**config.mk**
```make
export PLATFORM = sky130hd
export DESIGN_NAME = mont_red
export DESIGN_NICKNAME = d
export VERILOG_FILES = /design/src/rtl/mont_red.sv
export SDC_FILE = /design/constraint.sdc
export NUM_CORES = 1
export LEC_CHECK = 0
export BUFFER_PORTS_ARGS = -buffer_cell sky130_fd_sc_hd__clkbuf_2
export CAP_MARGIN = 15
export CORE_MARGIN = 2
export CORE_UTILIZATION = 59
export CTS_BUF_LIST = sky130_fd_sc_hd__clkbuf_8
export DETAILED_ROUTE_END_ITERATION = 10
export GPL_TIMING_DRIVEN = 0
export PLACE_DENSITY = 0.86
export SETUP_SLACK_MARGIN = 0.3
export SYNTH_ARGS = -nofsm -noshare
export SYNTH_HDL_FRONTEND = slang
export SYNTH_SLANG_ARGS = --single-unit
```
**constraint.sdc**
```tcl
create_clock -name clk -period 6.8 [get_ports clk]
set_input_delay 0.34 -clock clk [delete_from_list [all_inputs] [get_ports clk]]
set_output_delay 0.34 -clock clk [all_outputs]
set_load 0.05 [all_outputs]
```
**src/rtl/mont_red.sv**
```systemverilog
// Streaming Montgomery reduction for Kyber (q = 3329, R = 2^16): r = a * 2^-16 mod q, valid/ready with a sideband tag.
// Build option MONT_RED_CANON_EN adds a fourth stage that folds the result into [0, q-1].
module mont_red #(
  parameter logic signed [15:0] Q     = 16'sd3329,
  parameter logic signed [15:0] QINV  = -16'sd3327,
  parameter int                 TAG_W = 8
) (
  input  logic                    clk,
  input  logic                    rst_n,
  input  logic                    in_valid,
  output logic                    in_ready,
  input  logic signed [31:0]      in_data,
  input  logic        [TAG_W-1:0] in_tag,
  output logic                    out_valid,
  input  logic                    out_ready,
  output logic signed [15:0]      out_data,
  output logic        [TAG_W-1:0] out_tag
);

  localparam logic [15:0] QINV_U = QINV;
  localparam logic [31:0] Q_EXT  = {{16{Q[15]}}, Q};

  logic en;

  logic             s1_valid_q, s1_valid_d;
  logic [31:0]      s1_a_q,     s1_a_d;
  logic [15:0]      s1_t_q,     s1_t_d;
  logic [TAG_W-1:0] s1_tag_q,   s1_tag_d;

  logic             s2_valid_q, s2_valid_d;
  logic [31:0]      s2_a_q,     s2_a_d;
  logic [31:0]      s2_p_q,     s2_p_d;
  logic [TAG_W-1:0] s2_tag_q,   s2_tag_d;

  logic             s3_valid_q, s3_valid_d;
  logic [15:0]      s3_r_q,     s3_r_d;
  logic [TAG_W-1:0] s3_tag_q,   s3_tag_d;

  always_comb begin
    s1_valid_d = s1_valid_q;
    s1_a_d     = s1_a_q;
    s1_t_d     = s1_t_q;
    s1_tag_d   = s1_tag_q;
    s2_valid_d = s2_valid_q;
    s2_a_d     = s2_a_q;
    s2_p_d     = s2_p_q;
    s2_tag_d   = s2_tag_q;
    s3_valid_d = s3_valid_q;
    s3_r_d     = s3_r_q;
    s3_tag_d   = s3_tag_q;
    if (en) begin
      s1_valid_d = in_valid;
      s2_valid_d = s1_valid_q;
      s3_valid_d = s2_valid_q;
      if (in_valid) begin
        s1_a_d   = in_data;
        // only the low 16 bits of a*QINV matter, so a 16x16 product suffices
        s1_t_d   = 16'(in_data[15:0] * QINV_U);
        s1_tag_d = in_tag;
      end
      if (s1_valid_q) begin
        s2_a_d   = s1_a_q;
        s2_p_d   = {{16{s1_t_q[15]}}, s1_t_q} * Q_EXT;
        s2_tag_d = s1_tag_q;
      end
      if (s2_valid_q) begin
        // low half of a - t*q is zero by construction, so the upper half is the exact quotient
        s3_r_d   = 16'((s2_a_q - s2_p_q) >> 16);
        s3_tag_d = s2_tag_q;
      end
    end
  end

  always_ff @(posedge clk or negedge rst_n) begin
    if (!rst_n) begin
      s1_valid_q <= 1'b0;
      s1_a_q     <= '0;
      s1_t_q     <= '0;
      s1_tag_q   <= '0;
      s2_valid_q <= 1'b0;
      s2_a_q     <= '0;
      s2_p_q     <= '0;
      s2_tag_q   <= '0;
      s3_valid_q <= 1'b0;
      s3_r_q     <= '0;
      s3_tag_q   <= '0;
    end else begin
      s1_valid_q <= s1_valid_d;
      s1_a_q     <= s1_a_d;
      s1_t_q     <= s1_t_d;
      s1_tag_q   <= s1_tag_d;
      s2_valid_q <= s2_valid_d;
      s2_a_q     <= s2_a_d;
      s2_p_q     <= s2_p_d;
      s2_tag_q   <= s2_tag_d;
      s3_valid_q <= s3_valid_d;
      s3_r_q     <= s3_r_d;
      s3_tag_q   <= s3_tag_d;
    end
  end

`ifdef MONT_RED_CANON_EN
  logic             s4_valid_q, s4_valid_d;
  logic [15:0]      s4_r_q,     s4_r_d;
  logic [TAG_W-1:0] s4_tag_q,   s4_tag_d;

  always_comb begin
    s4_valid_d = s4_valid_q;
    s4_r_d     = s4_r_q;
    s4_tag_d   = s4_tag_q;
    if (en) begin
      s4_valid_d = s3_valid_q;
      if (s3_valid_q) begin
        s4_r_d   = s3_r_q[15] ? 16'(s3_r_q + Q) : s3_r_q;
        s4_tag_d = s3_tag_q;
      end
    end
  end

  always_ff @(posedge clk or negedge rst_n) begin
    if (!rst_n) begin
      s4_valid_q <= 1'b0;
      s4_r_q     <= '0;
      s4_tag_q   <= '0;
    end else begin
      s4_valid_q <= s4_valid_d;
      s4_r_q     <= s4_r_d;
      s4_tag_q   <= s4_tag_d;
    end
  end

  assign en        = ~s4_valid_q | out_ready;
  assign out_valid = s4_valid_q;
  assign out_data  = s4_r_q;
  assign out_tag   = s4_tag_q;
`else
  assign en        = ~s3_valid_q | out_ready;
  assign out_valid = s3_valid_q;
  assign out_data  = s3_r_q;
  assign out_tag   = s3_tag_q;
`endif

  assign in_ready = en;

endmodule

```
Word-level counts from Yosys, hierarchy flattened. Index checks and enable logic that the tools add are counted.

Equal/unequal tests: 0. Divide/modulo/power cells: 0. Muxes and demuxes: 0. Add/sub/neg operators: 1. Order comparisons: 0. Multipliers: 2. Reductions and logical operators: 3. Shift-type cells: 0. Bitwise logic cells: 2.

Operator list (number): subtractor 32 bit (1); multiplier 16 x 13 -> 29 bit (second input constant) (1); multiplier 16 x 13 -> 16 bit (second input constant) (1); AND reduction 2 bit (3); inverter 1 bit (1); bitwise OR 1 bit (1).

Bits of input ports: 44. Memory bits (writable): 0. Memories kept: 0. Output and inout port bits: 26. Latch bits: 0. Bits in read-only memories: 0. Register bits: 155. Logic and storage cells: 19.

Depth between registers and ports, before layout. Gate-level depths: netlist of run 1.

Depth after elaboration: 3. Depth in mapped cells: 15.

Worst setup path before layout of run 1. OpenSTA, ideal clock, no wires.

Kind: register -> register. Start point: register s1_t_q[15]. End point: register s2_p_q[27]. Arrival time: 4.113 ns. Clock period less this slack: 4.248 ns. Required time: 6.665 ns. Setup time: 0.135 ns. Path slack: 2.552 ns. Stages on the path, launching flop included: 13. Cells stage by stage: dfrtp_1 -> fa_1 -> ha_1 -> fa_1 -> ha_1 -> ha_1 -> and3_1 -> nor2b_1 -> a221oi_1 -> o311ai_0 -> a31oi_1 -> xor2_1 -> o21ai_0.

Cells in the longest elaborated chain, start to end: 1.

Ends and longest elaborated chain: from (decl) (RTL line 27) `logic [15:0] s1_t_q, s1_t_d;`; from (signal assigned) (RTL line 90) `s1_t_q <= s1_t_d;`; multiplier 16 x 13 -> 29 bit (RTL line 63) `s2_p_d = {{16{s1_t_q[15]}}, s1_t_q} * Q_EXT;`; to (signal assigned) (RTL line 94) `s2_p_q <= s2_p_d;`; to (decl) (RTL line 32) `logic [31:0] s2_p_q, s2_p_d;`.

No other way between the ends. A chain may end at the register's enable or synchronous reset.

==> results summary, run 1 <==
The run finished with clean final reports. The average routed wire per standard cell came out at between 15 and 20 µm. The weighted congestion reported at the end of routability-driven placement came out at between 0.8 and 0.9. The core outline area is ~14000 µm². After clock tree synthesis, the clock-pin slew on the worst setup and hold paths is roughly 0.070 ns. The average cell area after synthesis came out at between 10 and 15 µm².

The final wirelength came out at 17.61 mm. The tightest hold margin is roughly 0.12 ns. For this design, the sink count on the clock tree is 128. The number of slew-limit violations in the final report is 0. The setup total negative slack came out at 0 ns. STA puts the critical path data arrival time at ~4.8 ns.

The CTS buffer count is 17. The floorplan step set the die width to 124.7 µm. Fill cells in the final layout number between 1000 and 1500. The global-route wire length before repair is 29.69 mm. The slew at the pin closest to its max-slew limit came out at approximately 0.82 ns. The count of nets left with antenna violations once routing finished came out at 0. The number of buffers on the longest clock path is 2. The via total after detailed routing came out at 6213. Setup repair after global routing left no endpoint under its margin. In the routed layout, each cell is associated on average with a via count of ~5.6. The synthesis warning total is 0.

The number of placed I/O pins is 70. Dividing the final minimum period by the clock period gives between 60% and 70%. The count of input and output buffers is about 70. Ranked by total cell area, the synthesized netlist is headed by dfrtp_1 37%, ha_1 19%, fa_1 8.6%. The post-route netlist has ~16% of its cells at a drive strength greater than 1. Setup violations remaining at the end of the flow were counted as 0. The global-route usage over all layers came out at between 20% and 30%. The kind of start point of the critical path is a flip-flop. The via count of the first global-routing pass is about 6200.

The site row count came out at between 40 and 50. The final count of hold timing violations was 0. The category of the most critical setup path is flip-flop to flip-flop. The cts-stage hold buffer count came out at 1.

The required time at the endpoint of the critical path came out at 7.18 ns. The total congestion overflow came out at 0. The initial antenna violation count came out at 0. The clock network latency to the later pin of the worst-skew pair came out at 0.45 ns.

The clock skew came out at ~0.015 ns. In this run, synthesis inferred 0 flip-flops with an integrated enable. The unique cell type count in the Yosys netlist came out at between 40 and 50. The class of the most critical hold timing path is input port to flip-flop. The worst setup path is captured at a flip-flop.

The share of the Yosys chip area taken by registers is 37.24%. The number of max-cap violations came out at 0. The maximum fanout along the worst path came out at 4.

The detailed router finished its first iteration with just over 300 violations. The multi-input logic area came out at approximately 5100 µm². Measured against its own limit, the worst slew margin works out to 45.51%. The fraction of post-synthesis cell area in the top cell type by area is 37.24%. Registers take 3203 µm².

The share of synthesized registers carrying an async set or reset came out at 100.0%. The vertical die dimension is between 100 and 150 µm. The number of cells upsized or downsized after cts came out at 0. The post-synthesis instance area is between 8000 and 9000 µm². The floorplan step defined a die boundary enclosing about 16000 µm².

The total number of H-tree levels came out at 4. The most used flip-flop cell after synthesis is dfrtp_1. For this run, the detailed router's first-pass iteration total came to 5.

The synthesized design contains 128 register bits. The net count after synthesis is slightly above 1000. The residual DRC count came out at 0. At the end of the flow, the number of nets in the layout was ~1100. Timing would allow up to 0.2263 GHz. The effective utilization at floorplan is about three fifths. Counting instances in the post-synthesis netlist gives the leading cell types as 152 x nand2_1, 128 x dfrtp_1, 128 x ha_1, 62 x inv_1, 59 x o21ai_0. dfrtp_1 takes more of the synthesized area than any other cell. After legalization and detailed placement, the total HPWL measured between 10 and 15 mm. The shortest period the worst path allows came out at about 4.4 ns.

The cell count after synthesis came out at between 800 and 900. The post-CTS repair timing setup buffer count is 0. The number of antenna diodes is 0.

The cell sitting at the root of the clock tree is a clkbuf_8. Entering global routing, the biggest net connects 106 pins. The slack of the worst reg-to-reg path is about 2.4 ns. The CTS tree is built. From synthesis to final layout, the design area changed by 11.61%.

In the post-synthesis netlist, the cell with the most instances is nand2_1.
kinds of logic after synthesis:
family | synth area share, %
AOI/OAI and AO/OA | 10.40
DFF | 37.24
xor gates and xnor gates | 4.276
buffers and inverters | 3.680
adders and majority gates | 27.23
and+or+nand+nor | 10.91
muxes | 6.269
flip-flops by register name, summed over array words and instances (netlist names):
name and flops:
s1_tag_q 8, s2_tag_q 8, out_valid 1, s1_a_q 32
s1_t_q 8, s2_valid_q 1, s2_p_q 21, s2_a_q 24
out_tag 8, out_data 16, s1_valid_q 1
area by class of cell:
class	instances	area share, %
clock inverters	10	0.7689
inverters	62	2.424
flip-flops and latches	128	33.36
repair buffers	72	4.366
well taps	184	2.398
clock buffers	20	2.867
plain buffers	22	0.8732
multi-input cells	615	52.94
worst max-delay path, stage by stage (launching register included):
cell     delay (ns)
dfrtp_1        0.44
ha_1           0.30
inv_1          0.05
fa_1           0.49
inv_1          0.04
ha_1           0.30
fa_1           0.46
ha_1           0.31
ha_1           0.35
nor2b_1        0.16
o31a_1         0.29
nor4_4         0.19
o41ai_2        0.17
a21o_1         0.22
or4_1          0.48
nand3_1        0.09
layout by cell type, fill, tap and decap left out, types with 8 or more instances in the layout:
cell,n
a21oi_1,28
dfrtp_1,128
nor3_1,8
inv_1,66
xor2_1,10
xnor2_1,32
nor2_1,17
a211oi_1,8
fa_1,37
ha_1,128
a21o_1,9
o21ai_0,59
clkbuf_1,21
clkbuf_8,21
clkbuf_2,68
mux2_2,47
nand2_1,152
path summary, 6_finish.rpt:
kind                              from         end  depth (start not counted)
min                        in_data[27]  s1_a_q[27]                          2
min reg2reg                 s1_a_q[10]  s2_a_q[10]                          2
max in group asynchronous        rst_n  s1_t_q[12]                          3
max                          s1_a_q[2]  s2_p_q[26]                         15
min in group asynchronous        rst_n  s1_a_q[26]                          2
max reg2reg                  s1_a_q[2]  s2_p_q[26]                         15
per-stage QoR:
| step | setup WS, ns | cell area, µm² | std cells | utilization (%) |
|---|---|---|---|---|
| global placement | 2.191 | 9178 | 1080 | 63.87 |
| finish | 2.381 | 9600 | 1113 | 66.81 |
| CTS | 2.065 | 9573 | 1112 | 66.62 |
| floorplan | 2.552 | 8602 | 827 | - |
| detailed placement | 2.094 | 9214 | 1081 | 64.12 |
| global route | 2.168 | 9600 | 1113 | 66.81 |
layer usage:
layer	up-vias	part of all wire, %	routed length, µm	track usage [%]
li1	3028	-	-	-
met1	2978	44	7710	30.67
met2	170	49	8560	39.86
met3	37	4.7	820	5.284
met4	0	3.0	522	8.724
met5	-	0	0	0
Power of run 1 is left out: the tool's default activity adds up to more than one toggle a clock period on the data nets, which glitch-free logic cannot reach.
==> inputs of run 2 (changes only) <==
Settings changed: ABC_AREA from default to 1, PLACE_DENSITY 0.86 to 0.85.
Clock period 6.8 ns to 4.35 ns, I/O delays scaled along.
==> results summary, run 2 <==
The number of slew-limit violations in the final report is 0 (unchanged). The worst slew margin relative to its limit is 60.02% (+15 points). The run finished with clean final reports. The number of placed I/O pins is 70 (unchanged). The worst register-to-register path ends at s2_p_q[16]. The synthesis warning total is 0 (unchanged). The average routed wire per standard cell came out at 15.13 µm (-4.4%).

The weighted congestion reported at the end of routability-driven placement is 0.9479 (+7.1%). The shortest period the worst path allows came to 3.830 ns (-0.5892 ns). STA classifies the critical path endpoint as a flip-flop. The slew at the pin closest to its max-slew limit was 0.5997 ns (-0.2176 ns). The via count of the first global-routing pass is 8777 (+41%). The commonest cells after synthesis are 449 x nand2_1, 218 x inv_1, 128 x dfrtp_1, 128 x ha_1, 83 x o21ai_0. The vertical die dimension came out at 133.6 µm (+7.1%). The slack of the worst reg-to-reg path is 0.52 ns (-1.86 ns). The start point of the worst min-delay path is in_data[8]. The via count normalized by instance count came out at 5.383 (-3.6%).

The clock skew is 0.01893 ns (+0.003644 ns). The total number of H-tree levels is 4 (unchanged). The number of antenna diodes is 0 (unchanged). The unique cell type count in the Yosys netlist is 33 (-33%). The via total after detailed routing came out at 8818 (+42%). The arrival time reported for the critical path endpoint is 4.14 ns (-0.66 ns). The site row count is 47 (+6.8%). The CTS buffer count came to 17 (unchanged). The share of layout cells above drive strength 1 was 11.71% (-4.7 points). The cell count after synthesis came out at 1297 (+57%).

The global-route usage over all layers was 29.24% (+5.4 points). Setup repair after global routing could not meet its margin everywhere. The number of nets with antenna violations after routing is 0 (unchanged). The clock net sink count came out at 128 (unchanged). The total number of nets in the final design was 1615 (+43%). The register with the most flip-flops in the final layout is s1_a_q.

The clock network latency to the later pin of the worst-skew pair came out at 0.45 ns (about the same). The largest net degree at the start of global routing is 107 (+0.94%). The number of cells traversed by the worst hold path is 3 (+1). The smallest setup slack after layout came out at 0.5199 ns (-1.861 ns). Among all flip-flop cells after synthesis, the most frequent one is dfrtp_1.

The number of max-cap violations came to 0 (unchanged). The worst setup path is launched from a flip-flop. The final number of setup-violating endpoints is 0 (unchanged). The largest registers in the layout are s1_a_q (32), s2_a_q (24), s2_p_q (21). The largest area contributor in the netlist is dfrtp_1. The final wirelength came out at 24.78 mm (+41%). In this run the worst hold path is classified as input port to flip-flop. The post-DP HPWL is 18.86 mm (+37%). The post-synthesis instance area came out at 9903 µm² (+15%).

The design area was 11210 µm² (+17%). In this run the clock root is driven by a clkbuf_8. The floorplan die area came out at 17840 µm² (+15%). The fraction of post-synthesis cell area in the top cell type by area came to 32.34% (-4.9 points).

The path depth of the worst reg2reg path is 12 (-3). The count of flip-flops with a built-in enable after synthesis is 0 (unchanged). The average cell area after synthesis is 7.636 µm² (-27%). The detailed-routing iteration count for the pre-antenna-repair pass came out at 7 (+2). The net count after synthesis is 1506 (+45%). The setup path with the least slack is of type flip-flop to flip-flop.

The final count of hold timing violations is 0 (unchanged). The number of flip-flops and latches in the synthesized netlist is 128 (unchanged). The clock-pin slew on the worst setup and hold paths came to 0.09 ns (+0.02 ns). The most common cell after layout, fill and taps aside is nand2_1. The flip-flop count of the largest register after layout came out at 32 (unchanged). The required time at the endpoint of the critical path came out at 4.66 ns (-2.52 ns). The residual DRC count is 0 (unchanged).

The placed standard-cell area came out at 10560 µm² (+15%). The post-synthesis to final-layout area growth is 13.16%. The count of input and output buffers is 69 (unchanged). The initial antenna violation count is 0 (unchanged).

The global-route wire length before repair is 41.50 mm (+40%). The width of the die is 133.6 µm (+7.1%). Ranked by total cell area, the synthesized netlist is headed by dfrtp_1 32%, nand2_1 17%, ha_1 16%. The effective utilization at floorplan came to 60.14% (+0.28 points).

The end of the worst hold path is s1_a_q[8]. The maximum fanout along the worst path came out at 5 (+1). The sequential fraction of the synthesis area is 32.34% (-4.9 points). The total congestion overflow came out at 0 (unchanged). nand2_1 is the most common cell in the netlist.

The highest attainable clock frequency came to 0.2611 GHz (+15%). The share of synthesized registers carrying an async set or reset was 100.0% (unchanged). The top cell types in the final layout, fill and taps aside, are 449 x nand2_1, 218 x inv_1, 126 x ha_1, 120 x dfrtp_1, 83 x o21ai_0. The number of buffers on the longest clock path was 2 (unchanged). TritonCTS built the clock tree. The DRC violation total after the first TritonRoute iteration came to 748 (+140%). In this run the critical register-to-register path is launched from s1_a_q[5]. The final clock period utilization by the worst path came out at 88.05% (+23 points). The core outline area came out at 16470 µm² (+15%).

The setup slack after placement is -0.03929 ns (-2.134 ns).
-- run 2: worst max-delay path, cell delays in order (launching register included) --
cell	delay [ns]
dfrtp_1	0.44
ha_1	0.32
fa_1	0.46
ha_1	0.33
fa_1	0.47
ha_1	0.33
ha_1	0.37
a21oi_1	0.27
nand2_1	0.12
o21bai_2	0.23
or2_1	0.21
nand3_1	0.06
o21ai_0	0.08
-- run 2: per-layer routing --
layer / GRT usage [%] / share of wire [%]
met5: 0 / 0
met2: 50.17 / 48
met1: 37.44 / 42
met4: 11.76 / 3.1
met3: 4.148 / 6.4
-- run 2: repair_timing --
action                     in CTS  in global routing
setup buffers                   0                  0
hold endpoints to repair       49                  0
resized for setup               1                 15
setup endpoints to repair       5                  7
hold buffers                   20                  0
pin swaps                       0                  0
-- run 2: logic make-up after synthesis --
| kind of cell | synth area share (%) |
|---|---|
| AND/OR/NAND/NOR | 26.32 |
| XOR/XNOR | 1.680 |
| buffers and inverters | 9.690 |
| adder cells (fa/ha/maj) | 23.65 |
| flip-flops | 32.34 |
| AO/OA/AOI/OAI | 6.317 |
-- run 2: metrics by stage --
| step | instances | hold slack (ns) | utilization, % | setup TNS (ns) |
|---|---|---|---|---|
| after floorplan | 1297 | -0.07809 | - | 0 |
| after global placement | 1586 | 0.4148 | 63.91 | 0 |
| after detailed placement | 1587 | 0.1036 | 64.13 | -0.05371 |
| after CTS | 1638 | 0.004135 | 67.86 | 0 |
| after global routing | 1638 | 0.01316 | 68.06 | 0 |
| final | 1638 | 0.004660 | 68.06 | 0 |
-- run 2: layout make-up --
cell class | count | area, µm²
fill | 1340 | 5259
timing repair buffer | 90 | 581.8
clock buffer | 17 | 234.0
multi-input combinational | 919 | 5762
tap | 220 | 275.3
inverter | 225 | 844.6
buffer | 25 | 115.1
clock inverter | 14 | 178.9
sequential | 128 | 3216
-- run 2: worst max path at each step --
stage / start / endpoint
floorplan: s1_t_q[15] / s2_p_q[26]
global placement: s1_t_q[15] / s2_p_q[26]
detailed placement: s1_t_q[15] / s2_p_q[26]
CTS: s1_t_q[15] / s2_p_q[26]
global route: s1_t_q[15] / s2_p_q[26]
finish: s1_a_q[5] / s2_p_q[16]
Power of run 2 is left out for the same reason.
